--- src/rtl/uart_types.sv ---
// rtl/uart_types.sv - shared UART state type and framing defaults
package uart_types;
  typedef enum logic [1:0] {IDLE, START_BIT, DATA_BITS, STOP_BIT} uart_state_t;

  localparam int UART_OVERSAMPLE = 16;
  localparam int UART_DATA_BITS  = 8;
endpackage

--- src/rtl/uart_rx_sync.sv ---
// rtl/uart_rx_sync.sv - two-flop synchroniser for rx_in plus history flop for edge detection
module uart_rx_sync (
  input  logic clk,
  input  logic rst_n,
  input  logic rx_in,
  output logic rx_s,
  output logic fall
);
  logic meta;
  logic rx_q;

  // All flops reset high so a reset never looks like a falling edge on an idle line.
  always_ff @(posedge clk or negedge rst_n) begin
    if (!rst_n) begin
      meta <= 1'b1;
      rx_s <= 1'b1;
      rx_q <= 1'b1;
    end else begin
      meta <= rx_in;
      rx_s <= meta;
      rx_q <= rx_s;
    end
  end

  assign fall = rx_q & ~rx_s;
endmodule

--- src/rtl/uart_rx_fsm.sv ---
// rtl/uart_rx_fsm.sv - oversampling 8N1 UART receiver with valid/ready byte output
module uart_rx_fsm
  import uart_types::uart_state_t;
  import uart_types::IDLE;
  import uart_types::START_BIT;
  import uart_types::STOP_BIT;
  import uart_types::UART_OVERSAMPLE;
  import uart_types::UART_DATA_BITS;
#(
  parameter int OVERSAMPLE = UART_OVERSAMPLE,
  parameter int DATA_BITS  = UART_DATA_BITS
) (
  input  logic                 clk,
  input  logic                 rst_n,
  input  logic                 rx_in,
  input  logic                 sample_tick,
  output logic [DATA_BITS-1:0] rx_data,
  output logic                 rx_valid,
  input  logic                 rx_ready,
  output logic                 rx_busy,
  output logic                 frame_err,
  output logic                 overrun_err
);
  localparam int TW = $clog2(OVERSAMPLE);
  localparam int BW = $clog2(DATA_BITS);
  localparam logic [TW-1:0] TICK_HALF = TW'(OVERSAMPLE / 2 - 1);
  localparam logic [TW-1:0] TICK_LAST = TW'(OVERSAMPLE - 1);
  localparam logic [BW-1:0] BIT_LAST  = BW'(DATA_BITS - 1);

  uart_state_t          state;
  logic [TW-1:0]        tick_cnt;
  logic [BW-1:0]        bit_cnt;
  logic [DATA_BITS-1:0] shift_reg;
  logic                 rx_s;
  logic                 fall;
  logic                 accept;

  uart_rx_sync u_sync (
    .clk   (clk),
    .rst_n (rst_n),
    .rx_in (rx_in),
    .rx_s  (rx_s),
    .fall  (fall)
  );

  assign accept  = rx_valid & rx_ready;
  assign rx_busy = (state != IDLE);

  always_ff @(posedge clk or negedge rst_n) begin
    if (!rst_n) begin
      state       <= IDLE;
      tick_cnt    <= '0;
      bit_cnt     <= '0;
      shift_reg   <= '0;
      rx_data     <= '0;
      rx_valid    <= 1'b0;
      frame_err   <= 1'b0;
      overrun_err <= 1'b0;
    end else begin
      frame_err   <= 1'b0;
      overrun_err <= 1'b0;
      if (accept) rx_valid <= 1'b0;

      case (state)
        IDLE: begin
          if (fall) begin
            state    <= START_BIT;
            tick_cnt <= '0;
            bit_cnt  <= '0;
          end
        end

        START_BIT: begin
          if (sample_tick) begin
            if (tick_cnt == TICK_HALF) begin
              // A high sample at mid-start means the edge was a glitch.
              state    <= rx_s ? IDLE : uart_types::DATA_BITS;
              tick_cnt <= '0;
              bit_cnt  <= '0;
            end else begin
              tick_cnt <= tick_cnt + 1'b1;
            end
          end
        end

        uart_types::DATA_BITS: begin
          if (sample_tick) begin
            if (tick_cnt == TICK_LAST) begin
              shift_reg <= {rx_s, shift_reg[DATA_BITS-1:1]};
              tick_cnt  <= '0;
              if (bit_cnt == BIT_LAST) begin
                state   <= STOP_BIT;
                bit_cnt <= '0;
              end else begin
                bit_cnt <= bit_cnt + 1'b1;
              end
            end else begin
              tick_cnt <= tick_cnt + 1'b1;
            end
          end
        end

        STOP_BIT: begin
          if (sample_tick) begin
            if (tick_cnt == TICK_LAST) begin
              state    <= IDLE;
              tick_cnt <= '0;
              bit_cnt  <= '0;
              if (!rx_s) begin
                frame_err <= 1'b1;
              end else if (!rx_valid || accept) begin
                // Delivery overrides a same-cycle acceptance of the previous byte.
                rx_data  <= shift_reg;
                rx_valid <= 1'b1;
              end else begin
                overrun_err <= 1'b1;
              end
            end else begin
              tick_cnt <= tick_cnt + 1'b1;
            end
          end
        end

        default: begin
          state    <= IDLE;
          tick_cnt <= '0;
          bit_cnt  <= '0;
        end
      endcase
    end
  end
endmodule
--- config.mk ---
export PLATFORM = sky130hd
export DESIGN_NAME = uart_rx_fsm
export DESIGN_NICKNAME = d
export VERILOG_FILES = /design/src/rtl/uart_types.sv /design/src/rtl/uart_rx_sync.sv /design/src/rtl/uart_rx_fsm.sv
export SDC_FILE = /design/constraint.sdc
export NUM_CORES = 1
export LEC_CHECK = 0
export ABC_AREA = 1
export CAP_MARGIN = 40
export CORE_AREA = 2 2 56 58
export DETAILED_ROUTE_END_ITERATION = 6
export DIE_AREA = 0 0 58 60
export MAX_ROUTING_LAYER = met4
export PLACE_DENSITY = 0.7
export REMOVE_ABC_BUFFERS = 1
export SLEW_MARGIN = 20
export SYNTH_ARGS = -nofsm -noshare
export SYNTH_HDL_FRONTEND = slang
export SYNTH_SLANG_ARGS = --single-unit
--- constraint.sdc ---
create_clock -name clk -period 1.46 [get_ports clk]
set_input_delay 0.438 -clock clk [delete_from_list [all_inputs] [get_ports clk]]
set_output_delay 0.438 -clock clk [all_outputs]
set_load 0.1 [all_outputs]
After elaboration in Yosys (flattened, before gate mapping)
Index checks and enable logic that the tools add are counted.
{"block": "word_totals", "wordCells": 81, "ff_bits": 31, "inputBits": 5, "out_inout_bits": 12}
{"block": "classes", "n_addsub": 2, "n_bitwise": 3, "n_reduce_logical": 10, "muxes": 40, "eq_ne": 15}
{"operator": "$mux 3", "n": 8}
{"operator": "$mux 4", "n": 5}
{"operator": "$mux 2", "n": 9}
{"operator": "$ne 2x2->1 const B", "n": 8}
{"operator": "$mux 1", "n": 15}
{"operator": "$pmux 3 s4", "n": 1}
{"operator": "$pmux 4 s3", "n": 1}
{"operator": "$pmux 2 s4", "n": 1}
{"operator": "$reduce_and 8->1", "n": 1}
{"operator": "$reduce_and 7->1", "n": 1}
{"operator": "$reduce_and 3->1", "n": 2}
{"operator": "$reduce_and 5->1", "n": 1}
{"operator": "$add 4x1->4 const B", "n": 1}
{"operator": "$eq 2x2->1 const B", "n": 2}
{"operator": "$eq 4x3->1 const B", "n": 1}
{"operator": "$eq 4x4->1 const B", "n": 1}
{"operator": "$add 3x1->3 const B", "n": 1}
{"operator": "$eq 3x3->1 const B", "n": 1}
{"operator": "$and 1x1->1", "n": 2}
{"operator": "$eq 2x1->1 const B", "n": 1}
{"operator": "$logic_not 2->1", "n": 1}
{"operator": "$ne 2x1->1 const B", "n": 1}
{"operator": "$reduce_bool 2->1", "n": 1}
{"operator": "$reduce_or 2->1", "n": 1}
{"operator": "3 further kinds", "n": 3}

Logic depth before layout (Yosys ltp)
{"block": "depth", "ltp_word": 7, "depth_mapped": 9, "mapped_depth_nobuf": 9}

By module
A second synthesis with hierarchy kept.
{"block": "unflattened", "hier_cells": 148, "area_unflattened_um2": 1372.6}
{"module": "uart_rx_fsm", "area_per_inst_um2": 1283.7, "cells_each": 143, "n_inst": 1, "seq_area_each_um2": 700.7}
{"module": "uart_rx_sync", "area_per_inst_um2": 88.8, "cells_each": 5, "n_inst": 1, "seq_area_each_um2": 78.8}

Worst setup path before layout
Ideal clock, no wire load.
{"block": "synth_timing", "path_type": "reg2reg", "from": "register rx_valid", "to": "register rx_data[6]", "setup_ns": 0.074, "synth_period_minus_slack_ns": 1.705, "stages_incl_launch_ff": 6, "arrival_time_ns": 1.631, "setup_slack_ns": -0.245, "required_ns": 1.386, "n_path_buf": 1, "path_cell_list": "dfrtp_1 > nand2_1 > nand4_4 > buf_6 > nand2_2 > o21ai_2"}
{"block": "synth_via", "elab_chain_len": 3, "elab_cells_between_ends": 4, "classes_between": "bitwise: 1; reduce/logical: 3"}
{"element": "start: declaration", "line_no": "uart_rx_fsm.sv:18", "text": "output logic rx_valid,"}
{"element": "start signal: assignment", "line_no": "uart_rx_fsm.sv:56", "text": "rx_valid <= 1'b0;"}
{"element": "start signal: assignment", "line_no": "uart_rx_fsm.sv:62", "text": "if (accept) rx_valid <= 1'b0;"}
{"element": "start signal: assignment", "line_no": "uart_rx_fsm.sv:114", "text": "rx_valid <= 1'b1;"}
{"element": "$and 1x1->1 or $logic_not 1->1 (tied branches)", "line_no": "uart_rx_fsm.sv:46, uart_rx_fsm.sv:111"}
{"element": "$logic_or 1x1->1 *", "line_no": "uart_rx_fsm.sv:111", "text": "end else if (!rx_valid || accept) begin"}
{"element": "$reduce_and 5->1 (no source line) *"}
{"element": "end signal: assignment", "line_no": "uart_rx_fsm.sv:113", "text": "rx_data <= shift_reg;"}
{"element": "end: declaration", "line_no": "uart_rx_fsm.sv:17", "text": "output logic [DATA_BITS-1:0] rx_data,"}
Every way passes the cells marked *; elsewhere a longest branch is shown, timed or not.
A chain may end at the register's enable or synchronous reset.

==> key figures <==
Worst setup path
  • CP max stage delay: 0.44 ns
  • Critical path cell sequence: nor2_4, inv_2, buf_12
  • Stages on worst setup path: 3
  • CP Class: flip-flop to output port
  • R2R depth: 7
  • Required @ worst endpoint: 1.02 ns
  • FF-to-FF setup slack: 0.10 ns
  • Launching element type of the critical path: flip-flop
  • CP bufs+invs: 2
  • CP max-delay cell: dfrtp_2
  • RR Startpoint: u_sync.rx_s$_DFF_PN1_
  • Crit-path leading delay family: flip-flops
  • Critical Path Sink Type: output port
  • Arr. time, crit path: 1.13 ns
  • CP max FO: 2

Floorplan
  • Io pins: 17
  • Floorplan core area: 2900 sq um
  • Die H: 60 um
  • Initial Utilization: 0.507
  • Die X: 58 um
  • Die ar.: 3480 sq um
  • Row cnt: 20

STA
  • Fin worst setup slack: -0.110 ns
  • Layout Skew: 0.00701 ns
  • Final setup vio count: 1
  • WHS: 0.364 ns
  • Tmin final: 1.57 ns
  • Setup TNS: -0.110 ns
  • Slew headroom: 0.838
  • Measured slew at the worst slew-check pin: 0.242 ns
  • Slew Limit Fails: 0
  • Final Hold Viols: 0
  • Fmax: 0.637 GHz
  • RSZ-0062 raised after global routing: yes
  • Fin crit share: 1.08

Final layout
  • Fill cells: 237
  • Commonest non-fill, non-tap cell in the layout: nand2_1
  • Area of the multi-input gates: 616 sq um
  • Synth-to-Final Area Change: 34.5%
  • Final Net Count: 184
  • Antenna Cells: 0
  • End-of-flow core utilization: 0.682
  • Register Area: 782 sq um
  • Fin cells: 210
  • Fraction of layout instances using a drive strength above 1: 0.407
  • Most frequent cells in the layout: 39 x nand2_1, 26 x dfrtp_1, 16 x o21ai_2, 14 x inv_1, 14 x buf_12

Logic synthesis
  • Synth top area cells: dfrtp_1 48%, nand2_1 9.9%, o21ai_2 9.5%
  • Yosys warning total: 0
  • Post-Syn Area: 1470 sq um
  • Syn Inst Count: 144
  • Synth area leader: dfrtp_1
  • Post-synth cell types: 23
  • Top cell type's share of synthesized area: 0.476
  • Mean Syn Cell Area: 10.2 sq um
  • Register area share after synthesis: 0.529
  • Yosys reg bits: 31

Clock tree
  • Hold buffers post-CTS: 0
  • CTS root buf: clkbuf_4
  • CTS Buf Count: 5
  • CTS H-tree lvls: 2
  • CTS tree: built
  • Skew-Pair Late Insertion Delay: 0.33 ns
  • CTS clk-pin slew, worst paths: 0.09 ns
  • Clock Sinks: 31
  • CTS Buffer Depth: 2

Hold path
  • Worst hold start: u_sync.meta$_DFF_PN1_
  • HP Class: flip-flop to flip-flop
  • WHS Path Cells: 0
  • Hold Crit Endpoint: u_sync.rx_s$_DFF_PN1_

Global routing
  • Gr ovfl total: 0
  • Number of global-route vias before repair: 998
  • First-pass GRT wire length: 4360 um
  • Antenna violations before repair: 0
  • Total GRT Usage: 0.175
  • Largest net degree at the start of global routing: 32

Routing
  • DR WL/cell: 11.9 um
  • Drt pass-1 iters: 2
  • Post-route ant nets: 0
  • DR DRC count: 0
  • Vias per cell: 4.94
  • Routed wire length: 2500 um
  • DRT iter0 DRCs: 31
  • Total number of vias: 1037

Placed design
  • Placed cell count: 196
  • Port Buffers: 16
  • HPWL after DPL: 1770 um
  • GPL Wtd Cong: 0.904

Pwr
  • Tot Pwr: 2630 uW
  • Worst IR drop on VDD: 1.73 mV
  • Leak: 0.000936 uW
  • Power density over the cells: 1330 nW/um^2

Status
  • Status: complete, but fails checks
  • Violated checks: negative setup slack

Flow run
  • Max Cap Viol: 0
-- report_power, final --
group	total (uW)	switching, uW	internal, uW
Clock	570	287	283
Sequential	1030	85.2	949
Combinational	1020	603	419
-- cell usage after synthesis --
cell and count:
nand2_1 39, dfrtp_1 28, bufinv_8 1, inv_2 3
o22ai_1 1, nand4_4 1, nand2_2 5, nor2_2 3
nand3_1 7, inv_1 15, nand3b_1 1, a22o_1 1
nor4_1 1, nor2_8 2, dfstp_2 3, ha_1 3
buf_6 2, o21ai_2 16, nor2_4 2, xor2_1 2
o21ai_1 2, nand3_4 1, nor2_1 5
-- layout make-up --
class,instances,share of cell area
Sequential cell,31,0.395
Multi-Input combinational cell,92,0.311
Timing Repair Buffer,27,0.196
Inverter,19,0.0430
Clock buffer,8,0.0347
Tap cell,33,0.0208
-- worst max-delay path by stage --
stage	start	endpoint	slack [ns]
floorplan	rx_valid$_DFF_PN0_	rx_data[1]$_DFFE_PN0P_	-0.22
global placement	sample_tick	flip-flop	-0.28
detailed placement	sample_tick	shift_reg[7]$_DFFE_PN0P_	-0.33
CTS	state[0]$_DFFE_PN0P_	rx_busy	-0.09
global route	flip-flop	rx_busy	-0.16
finish	flip-flop	rx_busy	-0.11
-- timing repair --
action                                  in CTS  in global routing
buffers inserted                             4                  2
hold endpoints to repair                     0                  0
pin swaps                                    1                  5
endpoints found under the setup margin       9                 22
gates resized for setup                      4                  5
-- logic make-up (layout without fill, tap and decap cells) --
| family | after synthesis | in the layout | share of synthesized area |
|---|---|---|---|
| AO/OA/AOI/OAI | 20 | 20 | 0.112 |
| XOR/XNOR | 2 | 2 | 0.0119 |
| adder cells (fa/ha/maj) | 3 | 3 | 0.0255 |
| buffers and inverters | 21 | 54 | 0.0731 |
| flip-flops | 31 | 31 | 0.529 |
| AND/OR/NAND/NOR | 67 | 67 | 0.248 |
-- stage by stage --
step / cell area (sq um) / setup WS, ns
final: 1980 / -0.110
after global routing: 1980 / -0.157
after CTS: 1950 / -0.0931
after detailed placement: 1830 / -0.326
after global placement: 1830 / -0.284
after floorplan: 1450 / -0.221
-- per-layer routing --
metal / wire length, um / GRT usage / part of all wire / vias up
met5: 0 / - / 0 / -
met4: 46 / 0.0764 / 0.018 / 0
met3: 112 / 0.0584 / 0.045 / 6
met2: 1300 / 0.281 / 0.52 / 17
met1: 1030 / 0.202 / 0.41 / 494
li1: - / - / - / 520
-- worst reg2reg max path, delay by kind of cell (launching register included) --
family / cells / cell delay (ns)
buf+inv: 1 / 0.09
simple gates: 6 / 0.59
flops: 1 / 0.60
Note: power is estimated with default switching activity, not from simulation.
